--- config.mk ---
export PLATFORM = sky130hd
export DESIGN_NAME = i2cm_byte
export DESIGN_NICKNAME = d
export VERILOG_FILES = /design/src/rtl/i2cm_defs.sv /design/src/rtl/i2cm_byte.sv
export SDC_FILE = /design/constraint.sdc
export NUM_CORES = 1
export LEC_CHECK = 0
export CAP_MARGIN = 25
export CORE_MARGIN = 8
export CORE_UTILIZATION = 25
export DETAILED_ROUTE_END_ITERATION = 7
export DONT_BUFFER_PORTS = 1
export SKIP_LAST_GASP = 1
export SYNTH_ARGS = -nofsm -noshare
export SYNTH_HDL_FRONTEND = slang
export SYNTH_SLANG_ARGS = --single-unit
--- constraint.sdc ---
create_clock -name clk -period 2.5 [get_ports clk]
set_input_delay 0.125 -clock clk [delete_from_list [all_inputs] [get_ports clk]]
set_output_delay 0.125 -clock clk [all_outputs]
set_load 0.02 [all_outputs]
--- src/rtl/i2cm_defs.sv ---
// Shared I2C master definitions: bit-engine command encodings, byte sequencer
// state encodings and the phase-chain helpers used by i2cm_byte.
package i2cm_defs;

    localparam logic [4:0] CMD_NOP   = 5'b00000;
    localparam logic [4:0] CMD_START = 5'b00001;
    localparam logic [4:0] CMD_STOP  = 5'b00010;
    localparam logic [4:0] CMD_WRITE = 5'b00100;
    localparam logic [4:0] CMD_READ  = 5'b01000;

    localparam logic [2:0] S_IDLE  = 3'd0;
    localparam logic [2:0] S_START = 3'd1;
    localparam logic [2:0] S_DATA  = 3'd2;
    localparam logic [2:0] S_ACK   = 3'd3;
    localparam logic [2:0] S_STOP  = 3'd4;
    localparam logic [2:0] S_DONE  = 3'd5;

    // Phase following 'cur' once it completes; empty phases are skipped.
    function automatic logic [2:0] next_phase(input logic [2:0] cur,
                                              input logic       start,
                                              input logic       data,
                                              input logic       stop);
        logic [2:0] nxt;
        nxt = S_IDLE;
        case (cur)
            S_IDLE:  nxt = start ? S_START : data ? S_DATA : stop ? S_STOP : S_DONE;
            S_START: nxt = data ? S_DATA : stop ? S_STOP : S_DONE;
            S_DATA:  nxt = S_ACK;
            S_ACK:   nxt = stop ? S_STOP : S_DONE;
            S_STOP:  nxt = S_DONE;
            default: nxt = S_IDLE;
        endcase
        return nxt;
    endfunction

    // Bit command presented while in phase 'st'; wr selects write vs read byte.
    function automatic logic [4:0] phase_cmd(input logic [2:0] st, input logic wr);
        logic [4:0] cmd;
        cmd = CMD_NOP;
        case (st)
            S_START: cmd = CMD_START;
            S_DATA:  cmd = wr ? CMD_WRITE : CMD_READ;
            S_ACK:   cmd = wr ? CMD_READ : CMD_WRITE;
            S_STOP:  cmd = CMD_STOP;
            default: cmd = CMD_NOP;
        endcase
        return cmd;
    endfunction

endpackage

--- src/rtl/i2cm_byte.sv ---
// Byte-level I2C master sequencer above i2cm_bit: START / byte / ACK / STOP.
// Optional macro I2CM_NACK_STOP_EN forces a STOP after a NACKed write byte.
module i2cm_byte
    import i2cm_defs::*;
#(
    parameter int NBITS = 8
) (
    input  logic             clk,
    input  logic             rst_n,
    input  logic             clr_n,
    input  logic             req_valid,
    output logic             req_ready,
    input  logic             req_start,
    input  logic             req_stop,
    input  logic             req_write,
    input  logic             req_read,
    input  logic             req_ack,
    input  logic [NBITS-1:0] req_din,
    output logic             rsp_done,
    output logic [NBITS-1:0] rsp_dout,
    output logic             rsp_nack,
    output logic             rsp_err,
    output logic             busy,
    output logic [4:0]       bit_cmd,
    output logic             bit_tbit,
    input  logic             bit_rbit,
    input  logic             bit_done,
    input  logic             bit_error,
    output logic             bit_clr_n,
    output logic [2:0]       fsm_state
);

    localparam logic [2:0] CNT_LOAD = 3'(NBITS - 1);

    logic [2:0]       state;
    logic [2:0]       nxt;
    logic [NBITS-1:0] shift;
    logic [2:0]       cnt;
    logic             r_start;
    logic             r_stop;
    logic             r_write;
    logic             r_data;
    logic             r_ack;
    logic             wr_sel;
    logic             tbit_next;
    logic             stop_after_ack;
    logic             advance;
    logic             active;

    assign req_ready = (state == S_IDLE);
    assign busy      = ~req_ready;
    assign rsp_done  = (state == S_DONE);
    assign bit_clr_n = clr_n;
    assign fsm_state = state;
    assign active    = (state != S_IDLE) && (state != S_DONE);

`ifdef I2CM_NACK_STOP_EN
    assign stop_after_ack = r_stop | (r_write & bit_rbit);
`else
    assign stop_after_ack = r_stop;
`endif

    // In IDLE the request fields are not captured yet, so decide from the inputs.
    assign wr_sel  = (state == S_IDLE) ? req_write : r_write;
    assign advance = (state == S_IDLE) ? req_valid :
                     (state == S_DONE) ? 1'b1 : bit_done;

    always_comb begin
        nxt = S_IDLE;
        case (state)
            S_IDLE:  nxt = next_phase(S_IDLE, req_start, req_write | req_read, req_stop);
            S_DATA:  nxt = (cnt == 3'd0) ? S_ACK : S_DATA;
            S_ACK:   nxt = next_phase(S_ACK, 1'b0, 1'b0, stop_after_ack);
            default: nxt = next_phase(state, r_start, r_data, r_stop);
        endcase
    end

    // Transmit bit that accompanies the command registered for phase nxt.
    always_comb begin
        tbit_next = 1'b1;
        case (nxt)
            S_DATA: begin
                if (!wr_sel)
                    tbit_next = 1'b1;
                else if (state == S_DATA)
                    tbit_next = shift[NBITS-2];
                else if (state == S_IDLE)
                    tbit_next = req_din[NBITS-1];
                else
                    tbit_next = shift[NBITS-1];
            end
            S_ACK:   tbit_next = wr_sel ? 1'b1 : r_ack;
            default: tbit_next = 1'b1;
        endcase
    end

    always_ff @(posedge clk or negedge rst_n) begin
        if (!rst_n) begin
            state    <= S_IDLE;
            bit_cmd  <= CMD_NOP;
            bit_tbit <= 1'b1;
            shift    <= '0;
            cnt      <= 3'd0;
            r_start  <= 1'b0;
            r_stop   <= 1'b0;
            r_write  <= 1'b0;
            r_data   <= 1'b0;
            r_ack    <= 1'b0;
            rsp_dout <= '0;
            rsp_nack <= 1'b0;
            rsp_err  <= 1'b0;
        end else if (!clr_n) begin
            state    <= S_IDLE;
            bit_cmd  <= CMD_NOP;
            bit_tbit <= 1'b1;
            cnt      <= 3'd0;
        end else begin
            if (active && bit_error)
                rsp_err <= 1'b1;
            if (advance) begin
                state    <= nxt;
                bit_cmd  <= phase_cmd(nxt, wr_sel);
                bit_tbit <= tbit_next;
                case (state)
                    S_IDLE: begin
                        r_start <= req_start;
                        r_stop  <= req_stop;
                        r_write <= req_write;
                        r_data  <= req_write | req_read;
                        r_ack   <= req_ack;
                        shift   <= req_din;
                        cnt     <= CNT_LOAD;
                        rsp_err <= 1'b0;
                    end
                    S_DATA: begin
                        shift <= {shift[NBITS-2:0], r_write ? 1'b0 : bit_rbit};
                        if (cnt != 3'd0)
                            cnt <= cnt - 3'd1;
                    end
                    S_ACK: begin
                        if (r_write)
                            rsp_nack <= bit_rbit;
                        else
                            rsp_dout <= shift;
                    end
                    default: ;
                endcase
            end
        end
    end

endmodule

Yosys cells after proc, flatten, opt, wreduce, memory -nomap -nowiden
Index checks and enable logic that the tools add are counted.

cells by class
  reductions and logical operators = 13
  mux-type cells = 34
  $lt $le $gt $ge = 0
  equality and inequality tests = 13
  div/mod/pow operators = 0
  bitwise logic cells = 3
  shifts and indexed selects = 0
  $add $sub $neg = 1
  multiply operators = 0

operators by type and width
  operator             count
  $mux 3               8
  $mux 1               16
  $pmux 4 s4           1
  $pmux 8 s2           1
  $eq 3x2->1 const B   4
  $pmux 3 s2           2
  $mux 5               2
  $eq 3x3->1 const B   3
  $pmux 3 s3           1
  $reduce_and 3->1     3
  $mux 4               2
  $reduce_and 4->1     2
  $eq 3x1->1 const B   2
  $logic_not 3->1      2
  $reduce_bool 3->1    2
  $ne 3x1->1 const B   1
  $ne 3x2->1 const B   1
  $ne 3x3->1 const B   1
  $sub 3x1->3 const B  1
  $logic_and 1x1->1    2
  $ne 2x1->1 const B   1
  $not 1->1            2
  $pmux 1 s2           1
  $reduce_and 2->1     1
  other kinds (2)      2

word-level totals
  bits of input ports = 20
  ROM bits = 0
  memories kept = 0
  bits in latches = 0
  memory bits (writable) = 0
  register bits after elaboration = 34

Depth between registers and ports, before layout
Gate-level depths: netlist of the first run.

  word-level depth = 8
  gate-level depth with buffers = 7
  depth with buffers taken out = 7

Worst setup path before layout of the first run
No wires, ideal clock.

  path type = flip-flop to flip-flop
  start = reg state[2] (netlist: fsm_state[2])
  end = reg bit_tbit
  stages on the path, launching flop included = 6
  required time = 2417 ps
  buffers on the path = 0
  arrival = 2262 ps
  path slack = 155 ps
  path through = dfrtp_1 -> nor3_1 -> mux2_2 -> o311a_1 -> mux2_2 -> a41oi_1

between the ends
  longest elaborated chain between the ends = 7
  elaborated cells between the ends (all ways) = 21

RTL lines
  what                                                                RTL line          RTL
  start: declaration                                                  i2cm_byte.sv:35   logic [2:0] state;
  start signal: assignment                                            i2cm_byte.sv:121  state <= nxt;
  $logic_not 3->1 *                                                   n/a
  net req_ready                                                       i2cm_byte.sv:12   output logic req_ready,
  parallel branches: the longest is 6 deep, another holds $pmux 3 s3  n/a
  end signal: assignment                                              i2cm_byte.sv:123  bit_tbit <= tbit_next;
  end: declaration                                                    i2cm_byte.sv:25   output logic bit_tbit,

Mark *: on every way through the listed nets, which the timed path passes. The select of a mux whose other input is x is not followed.
A chain may end at the register's enable or synchronous reset.

Final worst setup path of the first run
  start = reg state[2] (netlist: fsm_state[2])
  end = reg bit_cmd[0]

between the ends
  longest elaborated chain between the ends = 7
  elaborated cells between the ends (all ways) = 18

RTL lines
  what                                      RTL line          RTL
  $eq 3x3->1 or $eq 3x1->1 (tied branches)  i2cm_defs.sv:25   case (cur)
  $pmux 3 s2                                i2cm_defs.sv:25
  $pmux 3 s3                                i2cm_byte.sv:70   case (state)
  $eq 3x3->1, or another cell as far along  i2cm_defs.sv:40   case (st)
  $pmux 4 s4                                i2cm_defs.sv:40
  $mux 5                                    i2cm_byte.sv:120  if (advance) begin
  $mux 5                                    i2cm_byte.sv:112  end else if (!clr_n) begin
  end signal: assignment                    i2cm_byte.sv:122  bit_cmd <= phase_cmd(nxt, wr_sel);
  end: declaration                          i2cm_byte.sv:24   output logic [4:0] bit_cmd,

Several ways; a longest one is shown, not always the timed one. The select of a mux whose other input is x is not followed.

==> out/qor.json, run 1 <==
{
  "status": "finished clean",
  "rr_endpoint": "bit_cmd[0]$_DFFE_PN0P_",
  "placement_rows": 30,
  "place.detailed.hpwl_um": 3133,
  "setup.worst_path.end_class": "register",
  "grt_use_total": 0.09485,
  "final_nets": 198,
  "clkTransAtPathRegs_ps": 70,
  "io_pins": 43,
  "cellLeakagePower_nw": 0.9508,
  "ff2ff_setup_slack_ps": 460,
  "combPwrFrac": 0.358,
  "p_sw_frac": 0.3942,
  "drt_iter0_markers": 80,
  "detail_route.wl_per_cell_um": 16.91,
  "layout-area-overhead-vs-synth_pct": 19.50,
  "synth.ff_latch_count": 33,
  "final-setup-viol-count": 0,
  "slew_viols_final": 0,
  "worstSetupPathType": "register to register",
  "die_w_um": 98.17,
  "clock_latency_ps": 290,
  "critical_path_arrival_ps": 2250,
  "grt_pass1_wl_um": 6989,
  "timing.slew.headroom": 0.6322,
  "achievable-frequency_mhz": 491.1,
  "synth.avg_cell_area_um2": 10.36,
  "share_of_the_cycle_needed_by_the_critical_path_after_routing": 0.8145,
  "final_antenna_net_count": 0,
  "cp_max_fo": 5,
  "postSynthNetCount": 185,
  "intPower_w": 0.001572,
  "dp_cells": 243,
  "clock_buffers_created_by_tritoncts": 5,
  "filler_cell_count": 708,
  "weighted_congestion_reported_at_the_end_of_routability_driven_placement": 0.8243,
  "synth_flop_type": "sky130_fd_sc_hd__dfrtp_1",
  "crit_chain": "or3b_1 > or3_1 > o211a_2 > or4_1 > a21oi_1",
  "cts_tree": "yes",
  "via_to_cell_ratio": 4.911,
  "numPortBuffers": 0,
  "ys_seq_area_frac": 0.4900,
  "tightestPinTransition_ps": 548.4,
  "number_of_enable_type_register_cells_in_the_synthesized_netlist": 0,
  "route.detailed.drc": 0,
  "final-seq-area_um2": 827.0,
  "power_density_nw_per_um2": 1287,
  "crit_required_ps": 2720,
  "timing.rr.start": "fsm_state[2]$_DFFE_PN0P_",
  "ys.warnings.count": 0,
  "drt_pass1_iterations": 4,
  "worst_hold_startpoint": "req_read",
  "synth_cell_type_count": 40,
  "area_share_of_the_leading_cell_type_in_the_synthesized_netlist": 0.4744,
  "fin_setup_tns_ps": 0,
  "holdPathEnd": "r_data$_DFFE_PN0P_",
  "grt_remaining_overflow": 0,
  "syn_inst": 163,
  "hold_viol": 0,
  "crit_path_max_incr_delay_ps": 470,
  "rsz0062_at_grt": "no",
  "fp.dieH_um": 98.17,
  "routed_wl_um": 4347,
  "mappedNetlistArea_um2": 1688,
  "post_synth_main_area_contributors": "sky130_fd_sc_hd__dfrtp_1 (47%), sky130_fd_sc_hd__mux2_2 (10%), sky130_fd_sc_hd__mux2i_1 (7.7%)",
  "worst_path_max_delay_cell": "sky130_fd_sc_hd__or4_1",
  "start_kind": "register",
  "num_antenna_cells": 0,
  "ff2ff_path_depth": 5,
  "dr_total_vias": 1262,
  "multi_input_area_um2": 795.8,
  "p_seq_frac": 0.409,
  "initial_core_util": 0.2526,
  "stdcell_count": 257,
  "core_region_area_um2": 6681,
  "die_area_um2": 9636,
  "root_buffer_selected_by_cts": "sky130_fd_sc_hd__clkbuf_8",
  "cts_htree_levels": 2,
  "cts_resized": 0,
  "hold_depth": 2,
  "first_global_vias": 1300,
  "cts_setup_buffers": 0,
  "skew_ps": 2.067,
  "min_delay_path_class": "input port to register",
  "p_sw_w": 0.001023,
  "final_period_minus_worst_setup_slack_ps": 2036,
  "grt_max_degree": 34,
  "synthArstFlopShare": 1.000,
  "final.hold.worst_slack_ps": 18.22,
  "power.clock.fraction": 0.233,
  "maxCapViolations": 0,
  "clock_path_buffers": 2,
  "synth_top_area_cell": "sky130_fd_sc_hd__dfrtp_1",
  "drive_gt1_frac": 0.1977,
  "cts_sinks": 33,
  "worst_ir_drop_vdd_v": 0.0004632,
  "antenna_found_initial": 0
}
-- worst max-delay path: cells and delay by family (launching register included) --
kind             cells  cell delay, ps
flip-flops           1             370
AO/OA/AOI/OAI        2             340
AND/OR/NAND/NOR      3            1250
-- cell usage after synthesis, types with 2 or more instances --
library cell / number
sky130_fd_sc_hd__clkbuf_1: 6
sky130_fd_sc_hd__o21bai_1: 3
sky130_fd_sc_hd__mux2_2: 15
sky130_fd_sc_hd__ha_1: 2
sky130_fd_sc_hd__a311oi_1: 2
sky130_fd_sc_hd__mux2i_1: 13
sky130_fd_sc_hd__dfrtp_1: 32
sky130_fd_sc_hd__nand3_1: 4
sky130_fd_sc_hd__buf_4: 2
sky130_fd_sc_hd__o311a_1: 2
sky130_fd_sc_hd__nand4_1: 2
sky130_fd_sc_hd__nor2b_1: 2
sky130_fd_sc_hd__a21oi_1: 4
sky130_fd_sc_hd__o22ai_1: 2
sky130_fd_sc_hd__nor2_1: 12
sky130_fd_sc_hd__nand2_1: 15
sky130_fd_sc_hd__a211oi_1: 2
sky130_fd_sc_hd__o21ai_0: 12
sky130_fd_sc_hd__nor3_1: 6
sky130_fd_sc_hd__inv_1: 5
-- per-layer routing --
layer	GRT usage	share of wire	vias to the layer above
met5	0	0	-
met4	0.02597	0.0060	0
li1	-	-	609
met1	0.1105	0.43	606
met2	0.1391	0.44	42
met3	0.06259	0.12	5
-- layout by cell type, fill, tap and decap left out, types with 3 or more instances in the layout --
master / n
sky130_fd_sc_hd__mux2i_1: 13
sky130_fd_sc_hd__nor3_1: 6
sky130_fd_sc_hd__o21bai_1: 3
sky130_fd_sc_hd__dfrtp_1: 32
sky130_fd_sc_hd__mux2_2: 15
sky130_fd_sc_hd__a21oi_1: 4
sky130_fd_sc_hd__nor2_1: 12
sky130_fd_sc_hd__nand2_1: 15
sky130_fd_sc_hd__inv_1: 5
sky130_fd_sc_hd__nand3_1: 4
sky130_fd_sc_hd__clkbuf_8: 5
sky130_fd_sc_hd__o21ai_0: 12
sky130_fd_sc_hd__buf_4: 9
sky130_fd_sc_hd__dlygate4sd3_1: 5
-- cell families (layout without fill, tap and decap cells) --
group / after synthesis / after routing / share of synthesized area
AO/OA/AOI/OAI: 32 / 32 / 0.1245
flip-flops: 33 / 33 / 0.4900
multiplexers: 28 / 28 / 0.1772
AND/OR/NAND/NOR: 52 / 52 / 0.1527
buffers and inverters: 15 / 29 / 0.03854
adder cells (fa/ha/maj): 2 / 2 / 0.01482
other: 1 / 1 / 0.002222
-- registers in the layout, indices dropped and copies added (netlist names) --
signal,flops
rsp_dout,8
shift,8
bit_cmd,4
cnt,3
fsm_state,3
bit_tbit,1
r_ack,1
r_data,1
r_stop,1
r_write,1
rsp_err,1
rsp_nack,1
-- how the worst max path moves through the flow --
stage / end / slack [ps] / start
3_5_place_dp: bit_cmd[0]$_DFFE_PN0P_ / 490 / fsm_state[2]$_DFFE_PN0P_
4_1_cts: bit_cmd[0]$_DFFE_PN0P_ / 470 / fsm_state[2]$_DFFE_PN0P_
3_3_place_gp: bit_cmd[0]$_DFFE_PN0P_ / 540 / fsm_state[2]$_DFFE_PN0P_
6_report: bit_cmd[0]$_DFFE_PN0P_ / 460 / fsm_state[2]$_DFFE_PN0P_
2_1_floorplan: bit_tbit$_DFFE_PN1P_ / 160 / fsm_state[2]$_DFFE_PN0P_
5_1_grt: bit_cmd[0]$_DFFE_PN0P_ / 340 / fsm_state[2]$_DFFE_PN0P_
-- through the flow --
step	cell area, µm²	power [W]	worst slack, ps	utilization
after floorplan	1688	0.001711	155.2	-
after global placement	1813	0.001968	541.7	0.2713
after detailed placement	1813	0.001993	485.8	0.2713
after CTS	2017	0.002628	470.4	0.3019
after global routing	2017	0.002789	344.9	0.3019
final	2017	0.002595	463.8	0.3019
-- area by class of cell --
| type | count | area share |
|---|---|---|
| sequential | 33 | 0.4101 |
| multi-input combinational | 115 | 0.3945 |
| timing repair buffer | 15 | 0.06824 |
| tap | 80 | 0.04963 |
| clock buffer | 5 | 0.03412 |
| clock inverter | 3 | 0.03226 |
| inverter | 6 | 0.01117 |
-- power by group through the flow --
stage / logic (W) / clock network [W] / registers (W)
after detailed placement: 0.000911 / 0 / 0.00108
after global placement: 0.000892 / 0 / 0.00108
after CTS: 0.000939 / 0.000617 / 0.00107
final: 0.000928 / 0.000605 / 0.00106
after global routing: 0.00104 / 0.000648 / 0.00110
after floorplan: 0.000673 / 0 / 0.00104
-- repair_timing --
| action | CTS | global route |
|---|---|---|
| hold endpoints to repair | 38 | 0 |
| setup endpoints to repair | 0 | 0 |
| hold buffers | 6 | 0 |
Power figures use the tool's default switching activity.
==> inputs of run 2 (changes only) <==
--- a/config.mk
+++ b/config.mk
@@ -5,6 +5,7 @@
 export SDC_FILE = /design/constraint.sdc
 export NUM_CORES = 1
 export LEC_CHECK = 0
+export ABC_AREA = 1
 export CAP_MARGIN = 25
 export CORE_MARGIN = 8
 export CORE_UTILIZATION = 25
==> constraint.sdc (replaced) <==
create_clock -name clk -period 2 [get_ports clk]
set_input_delay 0.1 -clock clk [delete_from_list [all_inputs] [get_ports clk]]
set_output_delay 0.1 -clock clk [all_outputs]
set_load 0.02 [all_outputs]
==> run 2 against run 1 <==
  * Cell count rose by 37%
  * Critical path depth increased by 3
  * Sequential share of layout area is 3.2 points lower
  * Core utilization increased by 0.49 points
  * Fmax up 20%
  * Critical path type unchanged
  * Clock skew up 3.9 ps
  * Setup slack worse by 160 ps
  * Cell area rose by 8.6%
  * First-iteration DRC count up 55%
  * Critical endpoint is now shift[6]$_DFFE_PN0P_
  * Largest power group is now combinational cells
  * Via count rose by 20%
==> out/qor.json, run 2 <==
{
  "status": "finished clean",
  "number_of_enable_type_register_cells_in_the_synthesized_netlist": {"value": 0, "change": "unchanged"},
  "filler_cell_count": {"value": 771, "change": "+8.9%"},
  "numPortBuffers": {"value": 0, "change": "unchanged"},
  "syn_inst": {"value": 234, "change": "+44%"},
  "num_antenna_cells": {"value": 0, "change": "unchanged"},
  "most_frequent_standard_cell_in_the_layout_excluding_fill_and_tap_cells": "sky130_fd_sc_hd__nand2_1",
  "clock_path_buffers": {"value": 2, "change": "unchanged"},
  "initial_core_util": {"value": 0.2542, "change": "+0.001586"},
  "grt_pass1_wl": {"value": 7307, "unit": "µm", "change": "+4.6%"},
  "critical_path_arrival": {"value": 1860, "unit": "ps", "change": "-390 ps"},
  "cts_htree_levels": {"value": 2, "change": "unchanged"},
  "synth_cell_type_count": {"value": 29, "change": "-28%"},
  "synth_flop_type": "sky130_fd_sc_hd__dfrtp_1",
  "antenna_found_initial": {"value": 1, "change": "+1"},
  "clock_buffers_created_by_tritoncts": {"value": 5, "change": "unchanged"},
  "post_dp_cell_area": {"value": 1926, "unit": "µm²", "change": "+6.2%"},
  "synth.avg_cell_area": {"value": 7.753, "unit": "µm²", "change": "-25%"},
  "maxCapViolations": {"value": 0, "change": "unchanged"},
  "final_area": {"value": 2190, "unit": "µm²", "change": "+8.6%"},
  "grt_use_total": {"value": 0.09155, "change": "-0.003303"},
  "min_delay_path_class": "input port to register",
  "ff2ff_path_depth": {"value": 8, "change": "+3"},
  "detail_route.wl_per_cell": {"value": 12.44, "unit": "µm", "change": "-26%"},
  "grt_remaining_overflow": {"value": 0, "change": "unchanged"},
  "achievable-frequency": {"value": 588.8, "unit": "MHz", "change": "+20%"},
  "first_global_vias": {"value": 1473, "change": "+13%"},
  "design_power_total": {"value": 0.003611, "unit": "W", "change": "+39%"},
  "post_synth_main_area_contributors": "sky130_fd_sc_hd__dfrtp_1 (44%), sky130_fd_sc_hd__nand2_1 (13%), sky130_fd_sc_hd__o21ai_0 (8.0%)",
  "share_of_the_cycle_needed_by_the_critical_path_after_routing": {"value": 0.8491, "change": "+0.03466"},
  "clkTransAtPathRegs": {"value": 70, "unit": "ps", "change": "about the same"},
  "drive_gt1_frac": {"value": 0.1186, "change": "-0.07916"},
  "cts_sinks": {"value": 33, "change": "unchanged"},
  "via_to_cell_ratio": {"value": 4.304, "change": "-12%"},
  "ys_top_cells_by_count": "sky130_fd_sc_hd__nand2_1 (65), sky130_fd_sc_hd__inv_1 (35), sky130_fd_sc_hd__dfrtp_1 (32), sky130_fd_sc_hd__o21ai_0 (29), sky130_fd_sc_hd__nor2_1 (16)",
  "area_share_of_the_leading_cell_type_in_the_synthesized_netlist": {"value": 0.4414, "change": "-0.03305"},
  "setup.worst_path.end_class": "register",
  "clock_latency": {"value": 280, "unit": "ps", "change": "about the same"},
  "synth.ff_latch_count": {"value": 33, "change": "unchanged"},
  "core_region_area": {"value": 7137, "unit": "µm²", "change": "+6.8%"},
  "ys.warnings.count": {"value": 0, "change": "unchanged"},
  "hold_depth": {"value": 2, "change": "unchanged"},
  "route.detailed.drc": {"value": 0, "change": "unchanged"},
  "worstSetupPathType": "register to register",
  "postSynthNetCount": {"value": 256, "change": "+38%"},
  "rsz0062_at_grt": "no",
  "fin_setup_tns": {"value": 0, "unit": "ps", "change": "unchanged"},
  "start_kind": "register",
  "slew_viols_final": {"value": 0, "change": "unchanged"},
  "ys_seq_area_frac": {"value": 0.4559, "change": "-0.03413"},
  "synth_most_common_cell": "sky130_fd_sc_hd__nand2_1",
  "power_density": {"value": 1649, "unit": "nW/µm²", "change": "+28%"},
  "cts.hold.buffers_added": {"value": 12, "change": "+6"},
  "synthArstFlopShare": {"value": 1.000, "change": "unchanged"},
  "final-setup-viol-count": {"value": 0, "change": "unchanged"},
  "dr_total_vias": {"value": 1515, "change": "+20%"},
  "weighted_congestion_reported_at_the_end_of_routability_driven_placement": {"value": 0.8685, "change": "+5.4%"},
  "final_antenna_net_count": {"value": 0, "change": "unchanged"},
  "cellLeakagePower": {"value": 1.038, "unit": "nW", "change": "+9.2%"},
  "final_cell_mix": "sky130_fd_sc_hd__nand2_1 (65), sky130_fd_sc_hd__inv_1 (35), sky130_fd_sc_hd__dfrtp_1 (32)",
  "reg.largest.list": "rsp_dout x8, shift x8, bit_cmd x4",
  "root_buffer_selected_by_cts": "sky130_fd_sc_hd__clkbuf_8",
  "skew": {"value": 5.965, "unit": "ps", "change": "+3.899 ps"},
  "cts_tree": "yes",
  "grt_max_degree": {"value": 34, "change": "unchanged"},
  "die_w": {"value": 101.2, "unit": "µm", "change": "+3.1%"},
  "routed_wl": {"value": 4378, "unit": "µm", "change": "+0.71%"},
  "synth_top_area_cell": "sky130_fd_sc_hd__dfrtp_1",
  "cp_max_fo": {"value": 15, "change": "+10"},
  "drt_pass1_iterations": {"value": 6, "change": "+2"},
  "crit_required": {"value": 2160, "unit": "ps", "change": "-560 ps"},
  "final_nets": {"value": 274, "change": "+38%"},
  "place.detailed.hpwl": {"value": 3444, "unit": "µm", "change": "+9.9%"},
  "io_pins": {"value": 43, "change": "unchanged"},
  "cts_setup_buffers": {"value": 0, "change": "unchanged"},
  "cts_resized": {"value": 0, "change": "unchanged"},
  "placement_rows": {"value": 31, "change": "+3.3%"},
  "die_area": {"value": 10240, "unit": "µm²", "change": "+6.2%"},
  "mappedNetlistArea": {"value": 1814, "unit": "µm²", "change": "+7.5%"},
  "final_period_minus_worst_setup_slack": {"value": 1698, "unit": "ps", "change": "-337.9 ps"},
  "fp.dieH": {"value": 101.2, "unit": "µm", "change": "+3.1%"},
  "worst_ir_drop_vdd": {"value": 0.0004182, "unit": "V", "change": "-9.7%"},
  "drt_iter0_markers": {"value": 124, "change": "+55%"},
  "hold_viol": {"value": 0, "change": "unchanged"},
  "layout-area-overhead-vs-synth_pct": 20.69
}
[run 2: cell count changes after synthesis, sizes merged, moves of 6 or more]
cell,previous run,this run
nand2,15,69
nor2,12,18
mux2i,13,0
mux2,15,0
o211ai,0,6
o21ai,12,31
nand3,4,15
inv,5,37
clkbuf,6,0
[run 2: per-stage QoR]
stage | setup slack, ps | utilization | hold WS [ps] | instances
3_5_place_dp | 317.6 | 0.2698 | -194.1 | 332
2_1_floorplan | 292.6 | - | -195.6 | 234
3_3_place_gp | 349.1 | 0.2698 | -194.5 | 332
4_1_cts | 313.7 | 0.3068 | 12.31 | 352
5_1_grt | 122.5 | 0.3068 | 35.36 | 352
6_report | 301.7 | 0.3068 | 17.47 | 352
[run 2: logic make-up (layout without fill, tap and decap cells)]
| kind of cell | after synthesis | after routing | synth area share |
|---|---|---|---|
| and+or+nand+nor | 110 | 110 | 0.2821 |
| DFF | 33 | 33 | 0.4559 |
| adders and majority gates | 2 | 2 | 0.01379 |
| buffers and inverters | 45 | 64 | 0.1117 |
| AOI/OAI and AO/OA | 43 | 43 | 0.1345 |
| other | 1 | 1 | 0.002067 |
[run 2: path summary, 6_finish.rpt]
check | start | to | slack (ps)
setup / recovery | fsm_state[2]$_DFFE_PN0P_ | shift[6]$_DFFE_PN0P_ | 300
hold / removal | req_din[5] | shift[5]$_DFFE_PN0P_ | 20
setup reg to reg | fsm_state[2]$_DFFE_PN0P_ | shift[6]$_DFFE_PN0P_ | 300
hold reg to reg | shift[1]$_DFFE_PN0P_ | rsp_dout[1]$_DFFE_PN0P_ | 480
max in group asynchronous | rst_n | bit_tbit$_DFFE_PN1P_ | 1490
min in group asynchronous | rst_n | shift[2]$_DFFE_PN0P_ | 270
[run 2: metal layers]
layer,up-vias,GRT usage,part of all wire
met2,29,0.1442,0.47
met1,697,0.1047,0.41
li1,777,-,-
met3,10,0.04055,0.095
met4,2,0.04124,0.021
met5,-,0,0.0027
[run 2: area by class of cell]
class	instances	area, µm²	area share
multi-input cells	156	784.5	0.3583
clock inverters	3	65.06	0.02971
well taps	99	123.9	0.05657
repair buffers	18	175.2	0.08000
clock buffers	5	68.82	0.03143
flip-flops and latches	33	827.0	0.3777
inverters	38	145.1	0.06629
[run 2: critical path: stages, from the launching register on]
cell and delay, ps:
sky130_fd_sc_hd__dfrtp_1 470, sky130_fd_sc_hd__nor2_4 190, sky130_fd_sc_hd__nand2_4 130, sky130_fd_sc_hd__nand3b_2 130, sky130_fd_sc_hd__nand3_4 150, sky130_fd_sc_hd__nor2_4 280
sky130_fd_sc_hd__inv_1 90, sky130_fd_sc_hd__nand2_1 60, sky130_fd_sc_hd__o21ai_0 70
[run 2: report_power, final]
part / internal [W] / switching (W)
clock: 0.000495 / 0.000240
sequential: 0.000985 / 0.000395
combinational: 0.000492 / 0.00100
